## src/rtl/iterative_operations.sv

```systemverilog
// rtl/iterative_operations.sv - multi-cycle iterative arithmetic engine (accumulate, double, multiply, gcd)
module iterative_operations #(
    parameter int REGISTER_WIDTH = 32,
    parameter int ITER_WIDTH     = 8
) (
    input  logic                      clk,
    input  logic                      reset,
    input  logic                      go,
    input  logic                      abort,
    input  logic [7:0]                operation_id,
    input  logic [REGISTER_WIDTH-1:0] input_var_0,
    input  logic [REGISTER_WIDTH-1:0] input_var_1,
    input  logic [REGISTER_WIDTH-1:0] input_var_2,
    output logic [REGISTER_WIDTH-1:0] results,
    output logic                      finished,
    output logic                      busy,
    output logic                      error
);

    typedef enum logic [1:0] {
        IDLE = 2'd0,
        RUN  = 2'd1,
        DONE = 2'd2
    } state_t;

    localparam logic [7:0] OP_ACCUM  = 8'd0;
    localparam logic [7:0] OP_DOUBLE = 8'd1;
    localparam logic [7:0] OP_MULT   = 8'd2;
    localparam logic [7:0] OP_GCD    = 8'd3;

    localparam logic [REGISTER_WIDTH-1:0] ZERO       = '0;
    localparam logic [REGISTER_WIDTH-1:0] ONE        = REGISTER_WIDTH'(1);
    localparam logic [REGISTER_WIDTH-1:0] MULT_STEPS = REGISTER_WIDTH'(REGISTER_WIDTH);
    // Keeps only the low ITER_WIDTH bits of the iteration-count operand.
    localparam logic [REGISTER_WIDTH-1:0] ITER_MASK  =
        {REGISTER_WIDTH{1'b1}} >> (REGISTER_WIDTH - ITER_WIDTH);

    state_t                    state_q, state_d;
    logic [7:0]                op_q, op_d;
    logic [REGISTER_WIDTH-1:0] acc_q, acc_d;
    logic [REGISTER_WIDTH-1:0] a_q, a_d;
    logic [REGISTER_WIDTH-1:0] b_q, b_d;
    logic [REGISTER_WIDTH-1:0] cnt_q, cnt_d;
    logic [REGISTER_WIDTH-1:0] results_q, results_d;
    logic                      error_q, error_d;

    logic                      last_step;
    logic                      early_done;
    logic [REGISTER_WIDTH-1:0] n_count;
    logic [REGISTER_WIDTH-1:0] sum;
    logic [REGISTER_WIDTH-1:0] mult_step;

    // State and datapath registers; reset clears everything without waiting for clk.
    always_ff @(posedge clk or posedge reset) begin
        if (reset) begin
            state_q   <= IDLE;
            op_q      <= 8'd0;
            acc_q     <= '0;
            a_q       <= '0;
            b_q       <= '0;
            cnt_q     <= '0;
            results_q <= '0;
            error_q   <= 1'b0;
        end else begin
            state_q   <= state_d;
            op_q      <= op_d;
            acc_q     <= acc_d;
            a_q       <= a_d;
            b_q       <= b_d;
            cnt_q     <= cnt_d;
            results_q <= results_d;
            error_q   <= error_d;
        end
    end

    // Operand capture on go, one iteration step per RUN cycle, result write on the final step.
    always_comb begin
        op_d       = op_q;
        acc_d      = acc_q;
        a_d        = a_q;
        b_d        = b_q;
        cnt_d      = cnt_q;
        results_d  = results_q;
        error_d    = error_q;
        last_step  = 1'b0;
        early_done = 1'b0;
        n_count    = input_var_2 & ITER_MASK;
        sum        = acc_q + a_q;
        mult_step  = b_q[0] ? sum : acc_q;

        case (state_q)
            IDLE: begin
                if (go) begin
                    op_d    = operation_id;
                    a_d     = input_var_0;
                    b_d     = input_var_1;
                    cnt_d   = n_count;
                    error_d = 1'b0;
                    case (operation_id)
                        OP_ACCUM: begin
                            acc_d = input_var_1;
                            if (n_count == ZERO) begin
                                early_done = 1'b1;
                                results_d  = input_var_1;
                            end
                        end
                        OP_DOUBLE: begin
                            acc_d = input_var_0;
                            if (n_count == ZERO) begin
                                early_done = 1'b1;
                                results_d  = input_var_0;
                            end
                        end
                        OP_MULT: begin
                            acc_d = '0;
                            cnt_d = MULT_STEPS;
                        end
                        OP_GCD: begin
                            acc_d = '0;
                        end
                        default: begin
                            early_done = 1'b1;
                            results_d  = '0;
                            error_d    = 1'b1;
                        end
                    endcase
                end
            end
            RUN: begin
                // An abort in the same cycle suppresses the step and any result write.
                if (!abort) begin
                    case (op_q)
                        OP_ACCUM: begin
                            acc_d = sum;
                            cnt_d = cnt_q - ONE;
                            if (cnt_q == ONE) begin
                                last_step = 1'b1;
                                results_d = sum;
                            end
                        end
                        OP_DOUBLE: begin
                            acc_d = acc_q << 1;
                            cnt_d = cnt_q - ONE;
                            if (cnt_q == ONE) begin
                                last_step = 1'b1;
                                results_d = acc_q << 1;
                            end
                        end
                        OP_MULT: begin
                            acc_d = mult_step;
                            a_d   = a_q << 1;
                            b_d   = b_q >> 1;
                            cnt_d = cnt_q - ONE;
                            if (cnt_q == ONE) begin
                                last_step = 1'b1;
                                results_d = mult_step;
                            end
                        end
                        OP_GCD: begin
                            if (b_q == ZERO) begin
                                last_step = 1'b1;
                                results_d = a_q;
                            end else if (a_q >= b_q) begin
                                a_d = a_q - b_q;
                            end else begin
                                a_d = b_q;
                                b_d = a_q;
                            end
                        end
                        default: begin
                            last_step = 1'b1;
                        end
                    endcase
                end
            end
            default: begin
            end
        endcase
    end

    // Next-state selection for the IDLE/RUN/DONE sequencer.
    always_comb begin
        state_d = state_q;
        case (state_q)
            IDLE: begin
                if (go) begin
                    state_d = early_done ? DONE : RUN;
                end
            end
            RUN: begin
                if (abort) begin
                    state_d = IDLE;
                end else if (last_step) begin
                    state_d = DONE;
                end
            end
            DONE:    state_d = IDLE;
            default: state_d = IDLE;
        endcase
    end

    // Status and result outputs decoded from registered state.
    always_comb begin
        results  = results_q;
        error    = error_q;
        busy     = (state_q != IDLE);
        finished = (state_q == DONE);
    end

endmodule

```

## config.mk

```make
export PLATFORM = sky130hd
export DESIGN_NAME = iterative_operations
export DESIGN_NICKNAME = d
export VERILOG_FILES = /design/src/rtl/iterative_operations.sv
export SDC_FILE = /design/constraint.sdc
export NUM_CORES = 1
export LEC_CHECK = 0
export BUFFER_PORTS_ARGS = -buffer_cell sky130_fd_sc_hd__buf_2
export CAP_MARGIN = 15
export CORE_MARGIN = 3
export CORE_UTILIZATION = 30
export DETAILED_ROUTE_END_ITERATION = 10
export PLACE_DENSITY = 0.54
export SYNTH_ARGS = -nofsm -noshare
export SYNTH_HDL_FRONTEND = slang
export SYNTH_SLANG_ARGS = --single-unit
```

## constraint.sdc

```tcl
create_clock -name clk -period 6.2 [get_ports clk]
set_clock_uncertainty 0.2 [all_clocks]
set_input_delay 0.31 -clock clk [delete_from_list [all_inputs] [get_ports clk]]
set_output_delay 0.31 -clock clk [all_outputs]
set_load 0.02 [all_outputs]
```

==> results.md <==
* Status: finished clean
* Fin. Hold Viols at 0
* Cell leakage power at 6.61 nW
* DR vias/cell at 5.74
* Remaining Overflow, GRT at 0
* Mapped Cells at 1753
* Reg-to-reg startpoint: a_q[0]
* CTS root buffer: clkbuf_16
* Largest area contributor in the netlist: dfrtp_1
* Worst hold path type: primary input to flip-flop
* Largest net degree at the start of global routing at 117
* DRT iter0 DRCs at 1607
* Commonest non-fill, non-tap cell in the layout: nand2_1
* Total GRT Usage at 21.4%
* Post-route setup slack at 1830 ps
* Reg clk slew, reported paths at 70 ps
* Worst setup EP type: flip-flop
* Post-route minimum period at 4370 ps
* Clock insertion delay at the later pin of the skew report at 460 ps
* Post-detail-place hpwl at 38.0 mm
* Std cell rows at 77
* ANT nets after route at 0
* Initial core utilization at 30.8%
* Bufs on Longest Clock Path at 2
* Req. time, crit path at 6340 ps
* DRC viols at 0
* Max-Cap Viols at 0
* Syn Area/Cell at 7.87 sq um
* Placer Congestion at 0.957
* Final hold slack at 19.1 ps
* Mapped cell area at 13800 sq um
* Initial antenna violation count at 0
* RSZ-0062 raised after global routing: no
* Diodes inserted at 0
* CP startpoint kind: flip-flop
* Fmax at 229 MHz
* Share of cells above drive strength 1 at 11.9%
* DRT Wirelength at 51.9 mm
* Post-route insts no fill at 2442
* Post-synthesis sequential area ratio at 31.0%
* Flops & latches, synth at 171
* Setup crit start: a_q[0]
* Placed Instances at 2359
* CTS tree: yes
* Worst-Margin Slew at 902 ps
* Core area at 44800 sq um
* Final critical-path share of the clock period at 70.6%
* Arr. time, crit path at 4510 ps
* Setup Crit Path Kind: flip-flop to flip-flop
* Clock H-tree levels at 4
* Hold Startpoint: input_var_1[8]
* Pre-CTS WS at 1820 ps
* Area grow syn2layout at 15.5%
* Wire per inst at 21.3 microns
* Ys async rst share at 100%
* Total clock sinks at 171
* NumNets Final at 2013
* Fin. max-slew vios at 0
* Die height at 220 microns
* Final setup fails at 0
* Post-synthesis net count at 1928
* Vias in the first global route at 13.2k
* Ys Warns at 0
* Die area at 48600 sq um
* # IOs at 143
* Most frequent cells in the layout: nand2_1 (273), a21oi_1 (203), dfrtp_1 (171), nor2_1 (118), buf_2 (118)
* Slew Limit Headroom at 39.9%
* Vias at 14.0k
* Peak supply drop at 0.220 mV
* Global-route wire length before repair at 80.7 mm
* Max FO, Critical Path at 62
* TritonRoute pass-1 iters at 5
* Synth cell types at 78
* Synth Flop Type: dfrtp_1
* Post-synth top area share at 31.0%
* CTS Buf Count at 17
* Chip width at 220 microns
* IO Port Bufs at 118
* TNS Setup at 0 ps
* Area contributors post-synth: dfrtp_1 (31%), nand2_1 (7.4%), a21oi_1 (7.4%)
* Number of synthesized flops with an enable pin at 0
* Power per cell area at 288 nW/um^2
[sequential cells by signal, indices dropped and copies added (netlist names)]
name,count
acc_q,32
b_q,32
error,1
cnt_q,32
a_q,32
results,32
state_q,2
op_q,8
[stage by stage]
step,cell area (sq um),power (mW),utilization [%]
after detailed placement,14800,3.40,33.0
final,15900,4.60,35.6
after floorplan,13800,2.91,-
after CTS,15900,4.58,35.6
after global routing,15900,4.91,35.6
after global placement,14800,3.37,33.0
[worst paths after layout]
check | end | slack (ps) | cells past startpoint
setup reg to reg | b_q[31] | 1830 | 16
max in group asynchronous | b_q[24] | 4040 | 4
hold / removal | b_q[8] | 20 | 3
hold reg to reg | results[13] | 270 | 2
min in group asynchronous | cnt_q[16] | 340 | 3
setup / recovery | b_q[31] | 1830 | 16
[cells in the mapped netlist, types with 37 or more instances]
| cell type | number |
|---|---|
| xnor2_1 | 37 |
| clkbuf_1 | 86 |
| dfrtp_1 | 171 |
| a31oi_1 | 37 |
| a21oi_1 | 203 |
| ha_1 | 65 |
| o21ai_0 | 91 |
| a221oi_1 | 83 |
| o31ai_1 | 50 |
| nor2_1 | 120 |
| xor2_1 | 39 |
| inv_1 | 57 |
| o21ai_1 | 39 |
| nand2_1 | 273 |
[report_power, final]
group / switching (mW) / internal [mW]
clock: 0.494 / 0.657
sequential: 0.233 / 1.25
combinational: 1.19 / 0.771
total: 1.92 / 2.68
[metal layers]
metal  vias up  global-route usage [%]  part of all wire [%]
met5         -                       0                     0
met4         0                    7.58                   3.0
met3        75                    2.55                   6.5
met2       553                    30.3                    42
met1      6707                    33.1                    48
li1       6671                       -                     -
[critical path, stage by stage (launching register included)]
cell and delay (ps):
dfrtp_1 430, inv_1 80, ha_1 160, inv_1 60
fa_1 430, a211oi_1 360, o21ai_2 150, nand4b_2 130
o211ai_4 110, o31a_4 330, o32ai_4 90, buf_4 540
nand2b_4 300, o21ai_4 190, buf_4 330, a211oi_1 260
a21oi_1 60
[layout make-up]
class	count	area, sq um
Fill cell	4693	28900
Multi-Input combinational cell	1399	8810
Sequential cell	171	4280
Timing Repair Buffer	192	1280
Tap cell	592	741
Clock buffer	19	453
Inverter	57	221
Clock inverter	12	163
[cell families after synthesis]
family | after synthesis | synth area share [%]
mux | 17 | 1.31
compound gates | 681 | 32.8
xor+xnor | 76 | 4.82
flops | 171 | 31.0
fa+ha+maj | 67 | 6.18
buf+inv | 183 | 5.74
simple gates | 558 | 18.1
[repair_timing]
action,4_1_cts,5_1_grt
resized for setup,0,0
buffers inserted,0,0
hold endpoints to repair,166,0
setup endpoints to repair,0,0
hold buffers,52,0
Note: power is estimated with default switching activity, not from simulation.
